**config.mk**
```make
export PLATFORM = sky130hd
export DESIGN_NAME = morse_keyer_flat
export DESIGN_NICKNAME = d
export VERILOG_FILES = /design/src/rtl/morse_pkg.sv /design/src/rtl/morse_keyer_if.sv /design/src/rtl/morse_lut.sv /design/src/rtl/morse_keyer.sv /design/src/flat_wrapper.sv
export SDC_FILE = /design/constraint.sdc
export NUM_CORES = 1
export LEC_CHECK = 0
export CAP_MARGIN = 25
export CORE_ASPECT_RATIO = 0.8
export CORE_MARGIN = 4
export CORE_UTILIZATION = 30
export CTS_BUF_LIST = sky130_fd_sc_hd__clkbuf_16
export DETAILED_ROUTE_END_ITERATION = 16
export SYNTH_ARGS = -nofsm -noshare
export SYNTH_HDL_FRONTEND = slang
export SYNTH_SLANG_ARGS = --single-unit
```
**constraint.sdc**
```tcl
create_clock -name clk -period 2.6 [get_ports clk]
set_clock_uncertainty 0.15 [all_clocks]
set_input_delay 0.52 -clock clk [delete_from_list [all_inputs] [get_ports clk]]
set_output_delay 0.52 -clock clk [all_outputs]
set_load 0.02 [all_outputs]
```
**src/rtl/morse_pkg.sv**
```systemverilog
// Shared definitions for the Morse keyer: FSM state encoding, element and gap
// lengths in Morse units, the {len, pat} code-record layout, and a helper that
// maps an element bit (1 = dash) to its mark length in units.
package morse_pkg;

  typedef enum logic [1:0] {
    ST_IDLE,
    ST_MARK,
    ST_EGAP,
    ST_CGAP
  } state_t;

  localparam logic [2:0] UNITS_DOT  = 3'd1;
  localparam logic [2:0] UNITS_DASH = 3'd3;
  localparam logic [2:0] UNITS_EGAP = 3'd1;
  localparam logic [2:0] UNITS_CGAP = 3'd3;
  localparam logic [2:0] UNITS_WGAP = 3'd4;

  // pat bit i is element i (first element in the LSB), 1 = dash.
  // len = 0 marks an unsupported character.
  typedef struct packed {
    logic [2:0] len;
    logic [4:0] pat;
  } code_t;

  function automatic logic [2:0] mark_units(input logic dash);
    return dash ? UNITS_DASH : UNITS_DOT;
  endfunction

endpackage

```
**src/rtl/morse_keyer_if.sv**
```systemverilog
// Character handshake for the Morse keyer.
//   x       : ASCII character, valid with x_valid
//   x_valid : character present (from producer)
//   x_ready : keyer can accept a character (from keyer)
// master = character producer, slave = keyer.
interface morse_keyer_if;
  logic [7:0] x;
  logic       x_valid;
  logic       x_ready;

  modport master (output x, output x_valid, input  x_ready);
  modport slave  (input  x, input  x_valid, output x_ready);
endinterface

```
**src/rtl/morse_lut.sv**
```systemverilog
// Combinational ASCII -> Morse code-record lookup.
//   i_x     : ASCII character
//   o_code  : {len, pat}; len = 0 for anything outside A-Z, a-z, 0-9
//   o_space : i_x is the space character (0x20)
// Lower-case letters are folded to upper case before the lookup.
module morse_lut
  import morse_pkg::*;
(
  input  logic [7:0] i_x,
  output code_t      o_code,
  output logic       o_space
);

  logic [7:0] w_up;

  always_comb begin
    w_up = i_x;
    if (i_x >= 8'h61 && i_x <= 8'h7A) w_up = i_x - 8'h20;
    o_space = (i_x == 8'h20);
    o_code  = '0;
    case (w_up)
      8'h41: o_code = {3'd2, 5'b00010}; // A .-
      8'h42: o_code = {3'd4, 5'b00001}; // B -...
      8'h43: o_code = {3'd4, 5'b00101}; // C -.-.
      8'h44: o_code = {3'd3, 5'b00001}; // D -..
      8'h45: o_code = {3'd1, 5'b00000}; // E .
      8'h46: o_code = {3'd4, 5'b00100}; // F ..-.
      8'h47: o_code = {3'd3, 5'b00011}; // G --.
      8'h48: o_code = {3'd4, 5'b00000}; // H ....
      8'h49: o_code = {3'd2, 5'b00000}; // I ..
      8'h4A: o_code = {3'd4, 5'b01110}; // J .---
      8'h4B: o_code = {3'd3, 5'b00101}; // K -.-
      8'h4C: o_code = {3'd4, 5'b00010}; // L .-..
      8'h4D: o_code = {3'd2, 5'b00011}; // M --
      8'h4E: o_code = {3'd2, 5'b00001}; // N -.
      8'h4F: o_code = {3'd3, 5'b00111}; // O ---
      8'h50: o_code = {3'd4, 5'b00110}; // P .--.
      8'h51: o_code = {3'd4, 5'b01011}; // Q --.-
      8'h52: o_code = {3'd3, 5'b00010}; // R .-.
      8'h53: o_code = {3'd3, 5'b00000}; // S ...
      8'h54: o_code = {3'd1, 5'b00001}; // T -
      8'h55: o_code = {3'd3, 5'b00100}; // U ..-
      8'h56: o_code = {3'd4, 5'b01000}; // V ...-
      8'h57: o_code = {3'd3, 5'b00110}; // W .--
      8'h58: o_code = {3'd4, 5'b01001}; // X -..-
      8'h59: o_code = {3'd4, 5'b01101}; // Y -.--
      8'h5A: o_code = {3'd4, 5'b00011}; // Z --..
      8'h30: o_code = {3'd5, 5'b11111}; // 0 -----
      8'h31: o_code = {3'd5, 5'b11110}; // 1 .----
      8'h32: o_code = {3'd5, 5'b11100}; // 2 ..---
      8'h33: o_code = {3'd5, 5'b11000}; // 3 ...--
      8'h34: o_code = {3'd5, 5'b10000}; // 4 ....-
      8'h35: o_code = {3'd5, 5'b00000}; // 5 .....
      8'h36: o_code = {3'd5, 5'b00001}; // 6 -....
      8'h37: o_code = {3'd5, 5'b00011}; // 7 --...
      8'h38: o_code = {3'd5, 5'b00111}; // 8 ---..
      8'h39: o_code = {3'd5, 5'b01111}; // 9 ----.
      default: o_code = '0;
    endcase
  end

endmodule

```
**src/rtl/morse_keyer.sv**
```systemverilog
// Timed Morse transmitter. Accepts one ASCII character per ready/valid
// handshake and keys its dot/dash pattern with standard element timing,
// UNIT_CYCLES clock cycles per Morse unit.
//   clk  : clock, all logic on posedge
//   rst  : synchronous active-high reset
//   s_if : character handshake (slave side: x, x_valid in; x_ready out)
//   key  : keying line, 1 = tone on
//   busy : a character or its trailing gap is being emitted
//   err  : one-cycle pulse after an unsupported character is accepted
module morse_keyer
  import morse_pkg::*;
#(
  parameter int unsigned UNIT_CYCLES = 4,
  parameter int unsigned CNT_W       = 16
) (
  input  logic           clk,
  input  logic           rst,
  morse_keyer_if.slave   s_if,
  output logic           key,
  output logic           busy,
  output logic           err
);

  state_t             r_state;
  logic [CNT_W-1:0]   r_cyc;
  logic [2:0]         r_units;
  logic [2:0]         r_idx;
  code_t              r_code;
  logic               r_key;
  logic               r_busy;
  logic               r_err;

  code_t              w_code;
  logic               w_space;
  logic               w_wrap;
  logic               w_last;
  logic [2:0]         w_next_idx;

  morse_lut u_lut (
    .i_x     (s_if.x),
    .o_code  (w_code),
    .o_space (w_space)
  );

  assign w_wrap     = (r_cyc == CNT_W'(UNIT_CYCLES - 1));
  assign w_last     = w_wrap && (r_units == 3'd1);
  assign w_next_idx = r_idx + 3'd1;

  assign s_if.x_ready = (r_state == ST_IDLE);
  assign key          = r_key;
  assign busy         = r_busy;
  assign err          = r_err;

  always_ff @(posedge clk) begin
    if (rst) begin
      r_state <= ST_IDLE;
      r_cyc   <= '0;
      r_units <= '0;
      r_idx   <= '0;
      r_code  <= '0;
      r_key   <= 1'b0;
      r_busy  <= 1'b0;
      r_err   <= 1'b0;
    end else begin
      r_err <= 1'b0;

      // Common unit timing for every non-IDLE state; a state exit below
      // overrides the decremented unit count with the next state's load.
      if (r_state != ST_IDLE) begin
        r_cyc <= w_wrap ? '0 : r_cyc + CNT_W'(1);
        if (w_wrap) r_units <= r_units - 3'd1;
      end

      case (r_state)
        ST_IDLE: begin
          if (s_if.x_valid) begin
            if (w_space) begin
              r_state <= ST_CGAP;
              r_units <= UNITS_WGAP;
              r_busy  <= 1'b1;
            end else if (w_code.len != 3'd0) begin
              r_code  <= w_code;
              r_idx   <= '0;
              r_state <= ST_MARK;
              r_units <= mark_units(w_code.pat[0]);
              r_key   <= 1'b1;
              r_busy  <= 1'b1;
            end else begin
              r_err <= 1'b1;
            end
          end
        end
        ST_MARK: begin
          if (w_last) begin
            r_key <= 1'b0;
            if (w_next_idx < r_code.len) begin
              r_state <= ST_EGAP;
              r_units <= UNITS_EGAP;
              r_idx   <= w_next_idx;
            end else begin
              r_state <= ST_CGAP;
              r_units <= UNITS_CGAP;
            end
          end
        end
        ST_EGAP: begin
          if (w_last) begin
            r_state <= ST_MARK;
            r_units <= mark_units(r_code.pat[r_idx]);
            r_key   <= 1'b1;
          end
        end
        ST_CGAP: begin
          if (w_last) begin
            r_state <= ST_IDLE;
            r_busy  <= 1'b0;
            r_units <= '0;
            r_idx   <= '0;
            r_code  <= '0;
          end
        end
        default: r_state <= ST_IDLE;
      endcase
    end
  end

endmodule

```
**src/flat_wrapper.sv**
```systemverilog
// flat-port wrapper written by rule: the top's interface ports become plain ports
module morse_keyer_flat import morse_pkg::*;
#(
  parameter int unsigned UNIT_CYCLES = 4,
  parameter int unsigned CNT_W       = 16
)
  (clk, rst, key, busy, err, s_if_x, s_if_x_valid, s_if_x_ready);
  morse_keyer_if s_if_i ();
  input  logic clk;
  input  logic rst;
  output logic key;
  output logic busy;
  output logic err;
  input wire logic [$bits(s_if_i.x)-1:0] s_if_x;
  input wire logic [$bits(s_if_i.x_valid)-1:0] s_if_x_valid;
  output wire logic [$bits(s_if_i.x_ready)-1:0] s_if_x_ready;
  assign s_if_i.x = s_if_x;
  assign s_if_i.x_valid = s_if_x_valid;
  assign s_if_x_ready = s_if_i.x_ready;
  morse_keyer #(.UNIT_CYCLES(UNIT_CYCLES), .CNT_W(CNT_W)) u_core (.clk(clk), .rst(rst), .s_if(s_if_i), .key(key), .busy(busy), .err(err));
endmodule
```
; ---- Yosys cells after proc, flatten, opt, wreduce, memory -nomap -nowiden
; Memory sizes are Yosys's and may differ from the RTL's.
; Cells that the tools add are included.
[word_totals]
register_bits = 35
mem_bits_ro = 1024
inputBits = 11
out_inout_bits = 4
wordCells = 95
memories = 1
[classes]
n_addsub = 4
n_lt_le_gt_ge = 4
n_eq_ne = 14
n_mux = 47
bitwise = 2
n_reduce_logical = 14
[memory_table]
columns = name, words, width, rd, rd_clocked_by_memory_dff, write_ports, line_no
row1 = (no name shown), 128, 8, 1, 0, 0, morse_lut.sv:21  ; case (w_up)
[op_table]
columns = operator, n
row1 = 8-bit 2-to-1 mux, 6
row2 = 3-bit 2-to-1 mux, 14
row3 = 2-bit 2-to-1 mux, 9
row4 = 16-bit by 1-bit adder with 16-bit output (second input constant), 1
row5 = 16-bit by 2-bit equality test with 1-bit output (second input constant), 1
row6 = 16-bit 2-to-1 mux, 1
row7 = 8-bit one-hot mux with 2 select lines, 1
row8 = 3-bit one-hot mux with 4 select lines, 1
row9 = 1-bit 2-to-1 mux, 10
row10 = 2-bit by 1-bit != test with 1-bit output (second input constant), 5
row11 = 5-bit AND reduction, 2
row12 = 3-bit one-hot mux with 3 select lines, 1
row13 = 3-bit nonzero test, 3
row14 = 8-bit by 6-bit equality test with 1-bit output (second input constant), 1
row15 = 8-bit by 7-bit >= comparator with 1-bit output (second input constant), 1
row16 = 8-bit by 7-bit <= comparator with 1-bit output (second input constant), 1
row17 = 2-bit one-hot mux with 4 select lines, 1
row18 = 8-bit by 6-bit subtractor with 8-bit output (second input constant), 1
row19 = 7-bit AND reduction, 1
row20 = 6-bit AND reduction, 1
row21 = 2-bit equality test (second input constant), 2
row22 = 3-bit by 4-bit less-than comparator with 1-bit output (second input constant), 1
row23 = 2-bit != test (second input constant), 2
row24 = 4-bit AND reduction, 1
row25 = other kinds (14), 17

; ---- Depth between registers and ports, before layout
; Gate-level depths: netlist (run 1).
; An unclocked memory read counts as a cell.
[depth]
ltp_word = 10
depth_mapped = 9

; ---- Modules after synthesis
; A second synthesis (run 1) with hierarchy kept.
[unflattened]
hier_cells = 301
area_unflattened_um2 = 2509.9
[by_module_without_submodules]
columns = module, n_inst, cells_each, area_per_inst_um2, seq_area_each_um2
row1 = morse_keyer, 1, 198, 1750.4, 700.7
row2 = morse_lut, 1, 103, 759.5, 0.0

; ---- Least setup slack after synthesis (run 1)
; No wires, ideal clock.
[synth_path]
path_kind = input to register
startpoint = input s_if_x[0]
endpoint = register u_core.r_units[1]
arrival_time_ns = 2.346
required_ns = 2.333
setup_slack_ns = -0.012
stages = 7
n_path_buf = 0
cell_sequence = inv_1 ha_1 mux4_2 o21ai_1 a2bb2oi_1 mux2_4 a22o_1
[synth_between]
elab_chain_len = 10
[synth_rtl]
columns = item, line_no
row1 = "start, declared", flat_wrapper.sv:14  ; input wire logic [$bits(s_if_i.x)-1:0] s_if_x;
row2 = 8-bit by 7-bit >= comparator with 1-bit output or 8-bit by 7-bit <= comparator with 1-bit output (tied branches), morse_lut.sv:18  ; if (i_x >= 8'h61 && i_x <= 8'h7A) w_up = i_x - 8'h20;
row3 = 1-bit logical AND, morse_lut.sv:18
row4 = 8-bit 2-to-1 mux, morse_lut.sv:18
row5 = memory 128 x 8 bit, --
row6 = 8-bit 2-to-1 mux, morse_lut.sv:21
row7 = 3-bit nonzero test or 2-bit 2-to-1 mux (tied branches), "morse_keyer.sv:81, morse_pkg.sv:27"
row8 = 3-bit 2-to-1 mux, morse_keyer.sv:81  ; end else if (w_code.len != 3'd0) begin
row9 = 3-bit 2-to-1 mux (*), morse_keyer.sv:77  ; if (w_space) begin
row10 = 3-bit 2-to-1 mux (*), morse_keyer.sv:76  ; if (s_if.x_valid) begin
row11 = 3-bit one-hot mux with 4 select lines (*), morse_keyer.sv:74  ; case (r_state)
row12 = "end signal, assigned", morse_keyer.sv:71  ; if (w_wrap) r_units <= r_units - 3'd1;
row13 = "end signal, assigned", morse_keyer.sv:85  ; r_units <= mark_units(w_code.pat[0]);
row14 = "end signal, assigned", morse_keyer.sv:109  ; r_units <= mark_units(r_code.pat[r_idx]);
row15 = "end, declared", morse_keyer.sv:26  ; logic [2:0] r_units;
; Mark *: on every way between the ends. The rest lies on a longest branch, timed or not.
; A chain may end at the register's enable or synchronous reset.

; ---- Final worst setup path (run 1)
[layout_path]
startpoint = input s_if_x[1]
endpoint = register u_core.r_code[7] in the netlist's numbering
[layout_between]
elab_chain_len = 9
[layout_rtl]
columns = item, line_no
row1 = 8-bit by 7-bit >= comparator with 1-bit output or 8-bit by 7-bit <= comparator with 1-bit output (tied branches), morse_lut.sv:18
row2 = 1-bit logical AND, morse_lut.sv:18
row3 = 8-bit 2-to-1 mux, morse_lut.sv:18
row4 = memory 128 x 8 bit, --
row5 = 8-bit 2-to-1 mux, morse_lut.sv:21
row6 = 8-bit 2-to-1 mux, morse_keyer.sv:81
row7 = 8-bit 2-to-1 mux, morse_keyer.sv:77
row8 = 8-bit 2-to-1 mux, morse_keyer.sv:76
row9 = 8-bit one-hot mux with 2 select lines, morse_keyer.sv:74
row10 = "end signal, assigned", morse_keyer.sv:82  ; r_code <= w_code;
row11 = "end, declared", morse_keyer.sv:28  ; code_t r_code;
; Several ways; a longest one is shown, not always the timed one. The select of a mux whose other input is x is not followed.

==> metrics.yaml, run 1 <==
clocking:
  root_buffer: "clkbuf_16"
  h-tree-depth: 2
  clk_latency_ns: 0.28
  numCtsBuffers: 5
  clkSlewWorstSetupHoldPaths_ns: 0.06
  cts_tree: "yes"
  cts_buffer_depth: 2
  clock-sinks: 35
drt:
  vias: 2707
  drc: 0
  finalWirelength_microns: 7360
  drtPass1Iterations: 4
  viasPerCell: 5.15
  drt_iter0_markers: 171
  final_antenna_net_count: 0
  wl_per_cell_microns: 14.0
placement:
  gp_congestion: 0.873
  portBuffers: 14
  dpl.hpwl_microns: 5120
sta:
  tns_ns: 0
  period_needed_ns: 2.49
  max_freq_mhz: 401
  finalHoldWorstSlack_ns: 0.315
  setup_viol: 0
  fin_crit_sh_pct: 95.9
  slew_headroom_pct: 73.0
  hold_viol: 0
  worst_slew_pin_slew_ns: 0.401
  drv_slew: 0
logic_synthesis:
  synth-edff-count: 0
  synth.distinct_cells: 71
  netlist_instances: 331
  synthesis.nets: 357
  synth_xor_area_share_pct: 3.67
  synth_warnings: 0
  synth_fa_ha_area_share_pct: 7.52
  syn_area_sq_um: 2630
  ys_seq_elements: 35
  yosys.area_share.simple_pct: 24.8
  avgSynthCellArea_sq_um: 7.94
  synth_compound_area_share_pct: 25.4
  ys_seq_area_share_pct: 26.7
  synthArstFlopShare_pct: 0
  ys.flop_type: "dfxtp_1"
  muxShareOfSynthArea_pct: 6.10
  synth_top_family_by_area: "compound AO/OA/AOI/OAI gates"
grt:
  antenna_found_initial: 0
  track_usage_pct: 13.2
  grt_pass1_wl_microns: 11500
  grt_pass1_vias: 2417
  grt-ovfl-total: 0
  grt_max_degree: 17
setup_path:
  endpoint: "u_core.r_code[7]"
  critPathSlowestCell: "a221o_1"
  cp_max_fo: 8
  cp-start-kind: "input port"
  rrSetupSlack_ns: 0.29
  rr_startpoint: "u_core.r_idx[1]"
  crit_start: "s_if_x[1]"
  crit_path_cell_trace: "clkbuf_2 -> inv_2 -> ha_1 -> a21oi_1 -> o21ai_0 -> a221o_1 -> a21oi_4 -> o2bb2ai_4 -> buf_4 -> a21oi_4 -> a31o_1"
  end_kind: "flip-flop"
  crit_type: "in -> reg"
  crit_top_cell: "a21oi_4"
  crit_required_ns: 2.62
  reg2reg_depth: 8
  r2r-end: "u_core.r_idx[1]"
  cpPeakStageDelay_ns: 0.42
  crit_arrival_ns: 2.51
pwr:
  pwr-share-seq_pct: 34.4
  total_power_w: 0.00160
  netSwitchingPower_w: 0.000420
  ir_worst_vdd_mv: 0.342
  sw_frac_of_total_pct: 26.2
  combPwrFrac_pct: 23.7
  p_leak_nw: 1.52
  clkPwrFrac_pct: 41.9
  internal_power_w: 0.00119
  powerDensity_nw_per_um2: 424
finish:
  layout_commonest_cell: "buf_4"
  n_antenna_cell: 0
  nets: 439
  drive_above_1_share_pct: 30.0
  syn_to_final_growth_pct: 44.0
  final_cell_mix: "buf_4, nand2_1, dfxtp_1"
die:
  dieWidth_microns: 113
  start_util_pct: 30.8
  rows: 30
  core_area_sq_um: 8520
  io_pins: 15
  die_h_microns: 91.7
  dieArea_sq_um: 10300
worst_hold_path:
  hold_class: "reg -> reg"
outcome:
  status: "finished clean"
flow_run:
  maxCapViolations: 0
==> final cells by class <==
| cell class | instances | area [sq um] |
|---|---|---|
| fillers | 796 | 4740 |
| multi-input cells | 263 | 1950 |
| repair buffers | 90 | 761 |
| flip-flops and latches | 35 | 701 |
| well taps | 112 | 140 |
| clock buffers | 5 | 125 |
| inverters | 18 | 67.6 |
| clock inverters | 3 | 42.5 |
==> critical path: cells and delay by family <==
family / cells / cell delay, ns
buf+inv: 3 / 0.38
compound gates: 7 / 1.39
fa+ha+maj: 1 / 0.21
==> cells by family after synthesis <==
kind of cell / count (synthesis)
muxes: 14
DFF: 35
adders and majority gates: 16
and+or+nand+nor: 132
buffers and inverters: 34
AOI/OAI and AO/OA: 89
xor gates and xnor gates: 11
==> cells in the mapped netlist (2+ instances only) <==
cell | n | share of area (%)
nor2b_1 | 8 | 1.9
nor3_1 | 6 | 1.1
buf_1 | 3 | 0.43
ha_1 | 15 | 7.1
nor4_1 | 4 | 0.95
buf_4 | 2 | 0.57
o21ai_1 | 2 | 0.38
and4_1 | 2 | 0.67
o21ai_0 | 15 | 2.9
o211a_1 | 2 | 0.76
nand3b_1 | 3 | 0.86
o22ai_1 | 3 | 0.71
clkbuf_1 | 6 | 0.86
o32a_1 | 2 | 0.76
mux2i_1 | 10 | 3.8
nand2_1 | 35 | 5.0
a311oi_1 | 2 | 0.67
buf_2 | 3 | 0.57
buf_6 | 2 | 0.86
nor3b_1 | 2 | 0.57
a21oi_1 | 25 | 4.8
xor2_1 | 6 | 2.0
a221oi_1 | 3 | 1.0
or2_2 | 2 | 0.48
xnor2_1 | 5 | 1.7
a31o_1 | 2 | 0.67
inv_1 | 17 | 2.4
a211oi_1 | 4 | 1.1
nor2_1 | 35 | 5.0
or3_1 | 7 | 1.7
nand3_1 | 11 | 2.1
mux2_2 | 2 | 0.86
a22oi_1 | 2 | 0.57
dfxtp_1 | 35 | 27
a21o_1 | 2 | 0.57
and3_1 | 4 | 0.95
nand2b_1 | 3 | 0.71
nand4_1 | 6 | 1.4
==> metrics by stage <==
stage	instance area, sq um	std cells	util, %	setup slack [ns]
2_1_floorplan	2630	331	-	0.0104
3_3_place_gp	3270	498	38.3	-0.514
3_5_place_dp	3270	498	38.3	-0.556
4_1_cts	3510	511	41.2	0.00203
5_1_grt	3780	526	44.4	-0.00605
6_report	3780	526	44.4	0.106
==> metal layers <==
metal	wire, microns	global-route usage, %
met5	0	0
met4	64	3.40
met1	3820	20.3
met3	336	2.18
met2	3140	18.6
==> registers in the layout (all words and copies together) (netlist names) <==
register / flops
u_core.busy: 1
u_core.r_code: 8
u_core.r_units: 3
u_core.err: 1
u_core.r_cyc: 16
u_core.key: 1
u_core.r_idx: 3
u_core.r_state: 2
==> worst min path at each step <==
| stage | start | end | cells after the start |
|---|---|---|---|
| after global routing | u_core.r_code[5] | u_core.r_code[5] | 2 |
| after global placement | u_core.r_code[3] | u_core.r_code[3] | 2 |
| after floorplan | u_core.r_code[2] | u_core.r_code[2] | 2 |
| after CTS | u_core.r_code[5] | u_core.r_code[5] | 2 |
| after detailed placement | u_core.r_code[5] | u_core.r_code[5] | 2 |
| final | u_core.r_code[5] | u_core.r_code[5] | 2 |
==> power groups by stage <==
| stage | registers (W) | logic (W) | clock network, W |
|---|---|---|---|
| 5_1_grt | 0.000552 | 0.000410 | 0.000710 |
| 3_5_place_dp | 0.000563 | 0.000301 | 0 |
| 3_3_place_gp | 0.000563 | 0.000300 | 0 |
| 2_1_floorplan | 0.000566 | 0.000170 | 0 |
| 4_1_cts | 0.000551 | 0.000324 | 0.000687 |
| 6_report | 0.000551 | 0.000381 | 0.000673 |
==> timing repair <==
item	4_1_cts	5_1_grt
setup buffers	4	14
endpoints found under the setup margin	18	18
endpoints found under the hold margin	0	0
pin swaps	9	18
gates cloned	1	1
resized for setup	13	36
hold buffers	0	0
No activity file was read; power rests on OpenSTA's default activity.
==> run 2: changes to the inputs <==
--- a/config.mk
+++ b/config.mk
@@ -8,9 +8,10 @@
 export CAP_MARGIN = 25
 export CORE_ASPECT_RATIO = 0.8
 export CORE_MARGIN = 4
-export CORE_UTILIZATION = 30
+export CORE_UTILIZATION = 54
 export CTS_BUF_LIST = sky130_fd_sc_hd__clkbuf_16
 export DETAILED_ROUTE_END_ITERATION = 16
+export PLACE_DENSITY = 0.76
 export SYNTH_ARGS = -nofsm -noshare
 export SYNTH_HDL_FRONTEND = slang
 export SYNTH_SLANG_ARGS = --single-unit
==> metrics.yaml, run 2 (same netlist as run 1, synthesis figures left out) <==
outcome:
  status: "finished clean"
finish:
  regMostFlops: "u_core.r_cyc"
  syn_to_final_growth_pct: 33.9
  finalInstanceArea_sq_um: 3520
  layout.area.seq_sq_um: 701
  n_fill_cell: 305
  multi_input_area_sq_um: 1940
  fin_cells: 457
  largest_reg_flops: 16
  reg_top3: "u_core.r_cyc: 16 flops, u_core.r_code: 8 flops"
  final_cell_mix: "buf_4, dfxtp_1, nor2_1, nand2_1, a21oi_1"
  nets: 422
  n_antenna_cell: 0
  layout_commonest_cell: "buf_4"
  drive_above_1_share_pct: 26.4
setup_path:
  rrSetupSlack_ns: 0.19
  cp-start-kind: "input port"
  crit_type: "in -> reg"
  reg2reg_depth: 8
  rr_startpoint: "u_core.r_idx[1]"
  end_kind: "flip-flop"
  crit_arrival_ns: 2.57
  r2r-end: "u_core.r_idx[0]"
  cp_max_fo: 7
  critPathSlowestCell: "mux2_4"
  crit_path_cell_trace: "dlygate4sd2_1 -> buf_4 -> ha_1 -> nor2_1 -> nand3_2 -> buf_4 -> a31oi_4 -> o21ai_4 -> a2bb2oi_2 -> mux2_4 -> a22o_1"
  cpPeakStageDelay_ns: 0.30
  crit_top_cell: "buf_4"
  crit_required_ns: 2.62
  crit_buf_inv: 3
  critPathTopFamily: "compound AO/OA/AOI/OAI gates"
die:
  die_h_microns: 70.4
  core_area_sq_um: 4650
  start_util_pct: 56.5
  dieWidth_microns: 86.0
  io_pins: 15
  dieArea_sq_um: 6050
  rows: 22
drt:
  finalWirelength_microns: 7320
  drc: 0
  wl_per_cell_microns: 16.0
  drt_iter0_markers: 262
  vias: 2742
  drtPass1Iterations: 5
  final_antenna_net_count: 0
  viasPerCell: 6.00
worst_hold_path:
  hold_class: "reg -> reg"
  min_from: "u_core.r_code[2]"
  min_to: "u_core.r_code[2]"
  whs_path_depth: 2
clocking:
  clkSlewWorstSetupHoldPaths_ns: 0.05
  cts_hold_buf: 0
  clock-sinks: 35
  cts_buffer_depth: 2
  root_buffer: "clkbuf_16"
  numCtsBuffers: 5
  cts_tree: "yes"
  clk_latency_ns: 0.28
  h-tree-depth: 2
placement:
  dpl.hpwl_microns: 4890
  place_area_sq_um: 3160
  portBuffers: 14
  placed_cells: 442
  gp_congestion: 0.854
sta:
  setup_viol: 0
  period_needed_ns: 2.55
  fin_crit_sh_pct: 97.9
  drv_slew: 0
  max_freq_mhz: 393
  hold_viol: 0
  tns_ns: 0
  slew_headroom_pct: 75.8
  worst_slew_pin_slew_ns: 0.363
flow_run:
  maxCapViolations: 0
pwr:
  ir_worst_vdd_mv: 0.421
  p_leak_nw: 1.39
  powerDensity_nw_per_um2: 416
grt:
  track_usage_pct: 24.2
  antenna_found_initial: 0
  grt_pass1_wl_microns: 12200
  grt_max_degree: 17
  grt_pass1_vias: 2571
  grt-ovfl-total: 0
run 2: how the worst max path moves through the flow:
stage                         to  slack [ns]       from  cells past startpoint
6_report       u_core.r_units[1]        0.05  s_if_x[0]                     11
3_5_place_dp   u_core.r_units[1]       -0.55  s_if_x[1]                      8
5_1_grt              u_core.busy       -0.02  s_if_x[1]                     11
2_1_floorplan  u_core.r_units[1]        0.01  s_if_x[1]                      9
4_1_cts         u_core.r_code[0]        0.01  s_if_x[5]                     10
3_3_place_gp   u_core.r_units[1]       -0.46  s_if_x[0]                      8
run 2: area by class of cell:
class,count,share of cell area [%]
flip-flops and latches,35,19.9
clock buffers,5,3.56
clock inverters,3,0.320
repair buffers,73,17.0
inverters,18,1.92
multi-input cells,263,55.2
well taps,60,2.13
run 2: tightest hold or removal path: stages (launching register included):
cell	delay [ns]
dfxtp_1	0.30
nand2_1	0.05
mux2i_1	0.06
run 2: power by group:
part | internal [W] | switching [W] | leakage, nW
Sequential | 0.000546 | 0.00000663 | 0.283
Clock | 0.000344 | 0.000214 | 0.0701
Combinational | 0.000164 | 0.000188 | 1.04
run 2: metrics by stage:
step	total power (W)	setup slack, ns	hold WS, ns	util (%)
floorplan	0.000735	0.0104	0.285	-
global placement	0.000851	-0.459	0.297	67.9
detailed placement	0.000857	-0.553	0.307	67.9
CTS	0.00143	0.00952	0.315	73.2
global route	0.00151	-0.0156	0.348	75.6
finish	0.00146	0.0534	0.313	75.6
run 2: layer usage:
layer,vias up,part of all wire [%],track usage [%]
met5,-,0,0
met4,0,2.0,6.33
met2,98,46,37.6
met3,17,5.8,4.25
met1,1286,47,34.4
li1,1341,-,-
run 2: repair_timing:
action / in CTS / in global routing
pin swaps: 7 / 7
gates resized for setup: 18 / 21
buffers inserted: 3 / 3
cloned: 1 / 0
setup endpoints to repair: 15 / 16
endpoints found under the hold margin: 0 / 0
==> run 3: changes to the inputs <==
--- a/config.mk
+++ b/config.mk
@@ -6,12 +6,12 @@
 export NUM_CORES = 1
 export LEC_CHECK = 0
 export CAP_MARGIN = 25
-export CORE_ASPECT_RATIO = 0.8
 export CORE_MARGIN = 4
 export CORE_UTILIZATION = 54
 export CTS_BUF_LIST = sky130_fd_sc_hd__clkbuf_16
 export DETAILED_ROUTE_END_ITERATION = 16
-export PLACE_DENSITY = 0.76
+export MAX_ROUTING_LAYER = met4
+export PLACE_DENSITY = 0.8
 export SYNTH_ARGS = -nofsm -noshare
 export SYNTH_HDL_FRONTEND = slang
 export SYNTH_SLANG_ARGS = --single-unit
==> metrics.yaml, run 3 (same netlist as run 1, synthesis figures left out) <==
outcome:
  status: "finished clean"
pwr:
  combPwrFrac_pct: 24.3
  internal_power_w: 0.00107
  powerDensity_nw_per_um2: 413
  p_leak_nw: 1.42
  pwr-share-seq_pct: 37.3
  netSwitchingPower_w: 0.000407
  sw_frac_of_total_pct: 27.5
  clkPwrFrac_pct: 38.4
  ir_worst_vdd_mv: 0.295
clocking:
  cts_hold_buf: 0
  root_buffer: "clkbuf_16"
  cts_buffer_depth: 2
  clock-sinks: 35
  clkSlewWorstSetupHoldPaths_ns: 0.06
  clk_latency_ns: 0.28
  h-tree-depth: 2
  cts_tree: "yes"
  numCtsBuffers: 5
setup_path:
  crit_type: "in -> reg"
  crit_arrival_ns: 2.54
  cp-start-kind: "input port"
  crit_required_ns: 2.62
  cp_max_fo: 11
  end_kind: "flip-flop"
  reg2reg_depth: 8
flow_run:
  maxCapViolations: 0
placement:
  gp_congestion: 0.905
  dpl.hpwl_microns: 4950
  portBuffers: 14
  placed_cells: 446
die:
  start_util_pct: 55.6
  rows: 25
  io_pins: 15
  dieArea_sq_um: 6050
  dieWidth_microns: 77.8
  core_area_sq_um: 4720
  die_h_microns: 77.8
drt:
  drc: 0
  wl_met2_microns: 3740
  met1_length_microns: 3080
  vias: 2759
  top_layer: "met4"
  drtPass1Iterations: 5
  wl_per_cell_microns: 15.7
  viasPerCell: 5.91
  drt_iter0_markers: 206
  final_antenna_net_count: 0
  finalWirelength_microns: 7330
  route.met3.wl_microns: 371
finish:
  regMostFlops: "u_core.r_cyc"
  largest_reg_flops: 16
  nets: 425
  drive_above_1_share_pct: 26.8
  fin_cells: 467
  layout_commonest_cell: "buf_4"
  syn_to_final_growth_pct: 36.1
  reg_top3: "u_core.r_cyc: 16 flops, u_core.r_code: 8 flops"
  n_antenna_cell: 0
  final_cell_mix: "buf_4, nand2_1, dfxtp_1"
worst_hold_path:
  hold_class: "reg -> reg"
  whs_path_depth: 2
sta:
  tns_ns: 0
  finalHoldWorstSlack_ns: 0.309
  max_freq_mhz: 397
  fin_crit_sh_pct: 97.0
  slew_headroom_pct: 71.2
  period_needed_ns: 2.52
  setup_viol: 0
  drv_slew: 0
  rsz0062_at_grt: "false"
  hold_viol: 0
  worst_slew_pin_slew_ns: 0.428
grt:
  grt_pass1_vias: 2675
  track_usage_pct: 24.7
  grt-ovfl-total: 0
  antenna_found_initial: 0
  grt_pass1_wl_microns: 12000
  grt_max_degree: 17
## run 3: layout make-up
class	instances	area, sq um
clock buffer	5	125
clock inverter	3	16.3
fill	326	1150
inverter	18	67.6
multi-input combinational	262	1900
sequential	35	701
tap	67	83.8
timing repair buffer	77	686
## run 3: metrics by stage
step	total power, W	util, %	setup slack [ns]	cell area (sq um)
floorplan	0.000735	-	0.0104	2630
CTS	0.00145	73.2	0.0000846	3460
detailed placement	0.000856	66.8	-0.576	3160
finish	0.00148	75.7	0.0789	3580
global placement	0.000849	66.8	-0.472	3160
global route	0.00153	75.7	0.00375	3580
## run 3: worst max-delay path: stages
cell             delay (ns)
clkdlybuf4s15_1        0.25
buf_12                 0.19
or2_1                  0.22
a21oi_1                0.15
nor3b_1                0.08
o31a_1                 0.37
o2bb2ai_4              0.21
buf_12                 0.15
a21oi_4                0.05
buf_12                 0.15
a31o_1                 0.20
## run 3: routing by layer
layer | GRT usage, % | up-vias
met1 | 27.8 | 1305
met3 | 3.36 | 12
li1 | - | 1342
met5 | - | -
met4 | 7.83 | 0
met2 | 44.7 | 100
## run 3: path summary, 6_finish.rpt
| kind | end | slack [ns] | startpoint |
|---|---|---|---|
| worst max-delay path | u_core.r_code[7] | 0.08 | s_if_x[2] |
| worst min-delay path | u_core.r_code[3] | 0.31 | u_core.r_code[3] |
| worst max register to register | u_core.r_idx[1] | 0.17 | u_core.r_idx[1] |
| worst min register to register | u_core.r_code[3] | 0.31 | u_core.r_code[3] |
## run 3: timing repair
action	in CTS	in global routing
setup endpoints to repair	16	15
cloned	1	1
pin swaps	7	10
gates resized for setup	21	18
setup buffers	5	7
## run 3: power groups by stage
stage | clock network, W | logic (W) | registers (W)
after global placement | 0 | 0.000286 | 0.000563
after global routing | 0.000591 | 0.000384 | 0.000553
after CTS | 0.000570 | 0.000327 | 0.000552
after floorplan | 0 | 0.000170 | 0.000566
after detailed placement | 0 | 0.000293 | 0.000563
final | 0.000568 | 0.000359 | 0.000552
